`config.mk`:
```
export PLATFORM = sky130hd
export DESIGN_NAME = regfile_mp
export DESIGN_NICKNAME = d
export VERILOG_FILES = /design/src/rtl/regfile_mp.sv
export SDC_FILE = /design/constraint.sdc
export NUM_CORES = 2
export LEC_CHECK = 0
export ABC_CLOCK_PERIOD_IN_PS = 6500
export BUFFER_PORTS_ARGS = -buffer_cell sky130_fd_sc_hd__buf_2
export CORE_UTILIZATION = 45
export DETAILED_ROUTE_END_ITERATION = 7
export HOLD_SLACK_MARGIN = 0.05
export PLACE_DENSITY = 0.68
export REMOVE_ABC_BUFFERS = 1
export SETUP_SLACK_MARGIN = 0.4
export SLEW_MARGIN = 20
export SYNTH_ARGS = -nofsm -noshare
export SYNTH_HDL_FRONTEND = slang
export SYNTH_SLANG_ARGS = --single-unit
```
`constraint.sdc`:
```
create_clock -name clk -period 6.5 [get_ports clk]
set_input_delay 1.3 -clock clk [delete_from_list [all_inputs] [get_ports clk]]
set_output_delay 1.3 -clock clk [all_outputs]
set_load 0.01 [all_outputs]
```
`src/rtl/regfile_mp.sv`:
```
// Multi-port register file: NRD combinational read ports, two prioritised write ports, reset-time clear sweep.
// Optional macro REGFILE_BYPASS_EN enables write-to-read forwarding in the write cycle.
module regfile_mp #(
   parameter int DATA_W        = 32,
   parameter int ADDR_W        = 5,
   parameter int NRD           = 2,
   parameter int HARDWIRE_ZERO = 1
) (
   input  logic                  clk,
   input  logic                  rst_n,
   input  logic [NRD*ADDR_W-1:0] raddr,
   output logic [NRD*DATA_W-1:0] rdata,
   input  logic                  we0,
   input  logic [ADDR_W-1:0]     waddr0,
   input  logic [DATA_W-1:0]     wdata0,
   input  logic                  we1,
   input  logic [ADDR_W-1:0]     waddr1,
   input  logic [DATA_W-1:0]     wdata1,
   output logic                  ready,
   output logic                  wr_drop
);

   localparam int DEPTH = 2 ** ADDR_W;
   localparam logic [ADDR_W-1:0] LAST_ADDR = ADDR_W'(DEPTH - 1);

   typedef enum logic {CLEAR, READY} state_t;

   state_t              state_q, state_d;
   logic [ADDR_W-1:0]   clr_ptr_q;
   logic                wr_drop_q;
   logic                wen0, wen1;
   logic [DATA_W-1:0]   mem [DEPTH];

   // NOTE: state registers use non-blocking assignments so every flop samples pre-edge values.
   always_ff @(posedge clk) begin
      if (!rst_n) begin
         state_q   <= CLEAR;
         clr_ptr_q <= '0;
         wr_drop_q <= 1'b0;
      end else begin
         state_q   <= state_d;
         if (state_q == CLEAR && clr_ptr_q != LAST_ADDR)
            clr_ptr_q <= clr_ptr_q + ADDR_W'(1);
         wr_drop_q <= (we0 || we1) && (state_q != READY);
      end
   end

   // NOTE: defaults first so no path through the case leaves state_d unassigned (no latch).
   always_comb begin
      state_d = state_q;
      case (state_q)
         CLEAR:   if (clr_ptr_q == LAST_ADDR) state_d = READY;
         READY:   state_d = READY;
         default: state_d = CLEAR;
      endcase
   end

   assign ready   = (state_q == READY);
   assign wr_drop = wr_drop_q;

   // Port 1 wins a same-address collision; writes to register 0 vanish when it is hardwired.
   always_comb begin
      wen1 = we1 && ready && rst_n && !(HARDWIRE_ZERO != 0 && waddr1 == '0);
      wen0 = we0 && ready && rst_n && !(HARDWIRE_ZERO != 0 && waddr0 == '0)
             && !(we1 && waddr1 == waddr0);
   end

   // NOTE: the storage array has no reset term; the CLEAR sweep zeroes it one entry per cycle.
   always_ff @(posedge clk) begin
      if (state_q == CLEAR) begin
         mem[clr_ptr_q] <= '0;
      end else begin
         if (wen0) mem[waddr0] <= wdata0;
         if (wen1) mem[waddr1] <= wdata1;
      end
   end

   always_comb begin : rd_mux
      logic [ADDR_W-1:0] ra;
      logic [DATA_W-1:0] val;
      rdata = '0;
      for (int k = 0; k < NRD; k++) begin
         ra  = raddr[k*ADDR_W +: ADDR_W];
         val = '0;
         if (ready && !(HARDWIRE_ZERO != 0 && ra == '0)) begin
            val = mem[ra];
`ifdef REGFILE_BYPASS_EN
            if (we0 && waddr0 == ra) val = wdata0;
            if (we1 && waddr1 == ra) val = wdata1;
`endif
         end
         rdata[k*DATA_W +: DATA_W] = val;
      end
   end

endmodule

```
==> summary.md <==
| Metric | Value |
|---|---|
| CTS root buf | clkbuf_16 |
| CTS max path bufs | 3 |
| Fin. Hold Viols | 0 |
| Setup violators final | 0 |
| Hold buffers post-CTS | 0 |
| Seq/Total Area, Yosys | 0.525 |
| Worst path top cell family by delay | buffers and inverters |
| Pre-CTS setup slack | 1.20 ns |
| Leak Pwr | 19.6 nW |
| Max frequency | 0.187 GHz |
| Buf+Inv Stages, Crit Path | 3 |
| HPWL after DPL | 121000 um |
| Placer Congestion | 0.892 |
| Number of flops mapped to enable cells by yosys | 1024 |
| Clock Sinks | 1031 |
| Grt total ovfl | 0 |
| Final ANT Viol Nets | 0 |
| Starting Density | 0.454 |
| Tightest Pin Transition | 1.24 ns |
| Dominant cell type by area after synthesis | edfxtp_1 |
| Post-Syn Instances | 5064 |
| Clock power share | 0.417 |
| Slowest stage cell, crit path | mux4_2 |
| Reg power frac | 0.517 |
| Horiz. Die Dim | 363 um |
| First-pass GRT wire length | 304000 um |
| # nets final | 4970 |
| Via count | 45900 |
| Gr usage total | 0.321 |
| Ratio of cells with drive above 1 in the final layout | 0.200 |
| Area contributors post-synth | edfxtp_1 52%, mux4_2 15%, o21ai_0 8.1%, nand2_1 6.8%, mux2i_1 4.4% |
| Min Tclk post-route | 5.34 ns |
| Final period util | 0.821 |
| Crit path required time | 5.20 ns |
| Top-area cell type share of the netlist area | 0.523 |
| Synth Cell Area | 0.0588 mm^2 |
| Antenna violations before repair | 9 |
| CTS tree | done |
| Layout Skew | 0.0255 ns |
| Maximum VDD drop | 211 uV |
| H-tree Lvls | 3 |
| Non-filler cells, final | 6715 |
| Final WS setup | 1.16 ns |
| Failing checks | DRC |
| Largest net degree at the start of global routing | 68 |
| Routed WL per cell | 31.9 um |
| Syn. warnings | 0 |
| Core box area | 0.129 mm^2 |
| Drc violations | 1 |
| # resized after CTS | 0 |
| Max FO, Critical Path | 51 |
| Die Y-Extent | 363 um |
| Max_cap viols | 0 |
| Cells after DPL | 6510 |
| PortBufs | 153 |
| Worst min-delay path category | reg2reg |
| TritonCTS Buffers | 110 |
| Gate power share | 0.066 |
| Vias per cell | 6.83 |
| Power Internal | 0.0108 W |
| WP data arrival | 4.04 ns |
| # Post-CTS Setup Buffers | 0 |
| Fin. max-slew vios | 0 |
| Layout area overhead | 10.2% |
| Synthesized flop and latch total | 1031 |
| Number of global-route vias before repair | 44000 |
| Netlist cell types | 49 |
| First-pass iteration count of the detailed router | 8 |
| Most frequent cell after synthesis | nand2_1 |
| Worst-path clk slew | 0.06 ns |
| Die footprint | 0.132 mm^2 |
| Post-synth top cells | 1068 x nand2_1, 1024 x edfxtp_1, 952 x o21ai_0 |
| Max incr delay on CP | 0.55 ns |
| Crit Path Category | in2out |
| Dominant synthesized flop cell | edfxtp_1 |
| Design Power | 0.0142 W |
| Syn_area_per_cell | 11.6 um^2 |
| RSZ-0062 raised after global routing | false |
| Relative max-transition margin | 0.172 |
| Power Density | 219 mW/mm^2 |
| Initial drt markers | 7384 |
| IO Pins | 154 |
| Async S/R FF share, synth | 0 |
| Post-route setup TNS | 0 ns |
| Routed wire length | 214000 um |
| Status | complete, but fails checks |
| Switching Fraction | 0.237 |
| Worst setup SP type | primary input |
| Sw Pwr | 0.00336 W |
| Endpoint type of the worst setup path | output pin |
| Worst-path cell chain | buf_8, buf_4, mux4_2, a22o_1, a31oi_1, nand4_1, buf_2 |
| Row count | 132 |
| Clock Latency Late Sink | 0.72 ns |
registers in the layout, summed over array words and instances, names as in the netlist:
signal / count
clr_ptr_q: 5
ready: 1
wr_drop: 1
mem: 1024
power by group through the flow:
stage | registers, W | logic, W | clock network, W
floorplan | 0.00746 | 0.000376 | 0
global placement | 0.00746 | 0.000892 | 0
detailed placement | 0.00747 | 0.000909 | 0
CTS | 0.00733 | 0.000911 | 0.00592
global route | 0.00733 | 0.000962 | 0.00614
finish | 0.00733 | 0.000936 | 0.00592
kinds of logic (layout without fill, tap and decap cells):
| group | after synthesis | count (layout) | synth area share |
|---|---|---|---|
| flip-flops | 1031 | 1031 | 0.525 |
| AND/OR/NAND/NOR | 1306 | 1306 | 0.0935 |
| other | 0 | 3 | 0 |
| AO/OA/AOI/OAI | 1415 | 1415 | 0.138 |
| multiplexers | 640 | 640 | 0.191 |
| buffers and inverters | 662 | 568 | 0.0505 |
| adder cells (fa/ha/maj) | 2 | 2 | 0.000426 |
| XOR/XNOR | 8 | 8 | 0.00119 |
worst register-to-register path, stage by stage, from the launching register on:
cell	delay [ns]
dfxtp_1	0.82
nand3_1	0.25
a21oi_4	0.71
o2111ai_2	0.81
o21ai_4	0.96
buf_4	0.62
final timing paths:
check / cells past startpoint / end / slack (ns) / from
setup / recovery: 7 / rdata[45] / 1.16 / raddr[5]
setup reg to reg: 5 / mem[15][22]$_DFFE_PP_ / 1.94 / ready$_SDFF_PN0_
hold reg to reg: 2 / clr_ptr_q[1]$_SDFFE_PN0P_ / 0.61 / clr_ptr_q[1]$_SDFFE_PN0P_
hold / removal: 2 / clr_ptr_q[1]$_SDFFE_PN0P_ / 0.61 / clr_ptr_q[1]$_SDFFE_PN0P_
through the flow:
step           hold WS [ns]   util  area [um^2]
2_1_floorplan         0.520      -        55900
3_3_place_gp          0.553  0.473        61300
3_5_place_dp          0.590  0.474        61400
4_1_cts               0.599  0.500        64700
5_1_grt               0.648  0.500        64800
6_report              0.610  0.500        64800
placed cells by master, fill, tap and decap left out, types with 4 or more instances in the layout:
cell / netlist / routed
a21oi_1: 31 / 31
a22o_1: 64 / 64
a22oi_1: 192 / 192
a31oi_1: 64 / 64
and2_2: 0 / 5
buf_12: 0 / 23
buf_2: 203 / 149
buf_4: 25 / 156
buf_8: 0 / 4
clkbuf_1: 310 / 22
clkbuf_16: 0 / 111
clkinv_1: 0 / 39
clkinv_2: 0 / 18
dfxtp_1: 7 / 7
edfxtp_1: 1024 / 1024
inv_1: 34 / 34
mux2i_1: 256 / 256
mux4_2: 384 / 384
nand2_1: 1068 / 1067
nand3_1: 66 / 66
nand4_1: 65 / 65
nor2_1: 17 / 9
nor2_4: 0 / 8
nor2b_4: 0 / 4
nor3_2: 18 / 20
nor3_4: 0 / 18
nor3b_1: 6 / 4
nor3b_4: 0 / 4
o211ai_1: 7 / 7
o211ai_2: 26 / 10
o211ai_4: 0 / 16
o21ai_0: 952 / 921
o21ai_1: 73 / 73
o21ai_4: 0 / 31
xnor2_1: 7 / 7
metal layers:
metal | wire length, um | GRT usage | part of all wire
met1 | 75400 | 0.427 | 0.35
met4 | 12100 | 0.171 | 0.056
met2 | 92500 | 0.472 | 0.43
met3 | 34200 | 0.100 | 0.16
met5 | 93 | 0 | 0.00043
final cells by class:
cell class	instances	area (um^2)
repair buffers	332	2440
flip-flops and latches	1031	30900
fillers	11000	64700
clock inverters	69	427
inverters	34	128
clock buffers	133	2860
multi-input cells	3371	25800
diodes	3	7.51
well taps	1742	2180
Note: power is estimated with default switching activity, not from simulation.
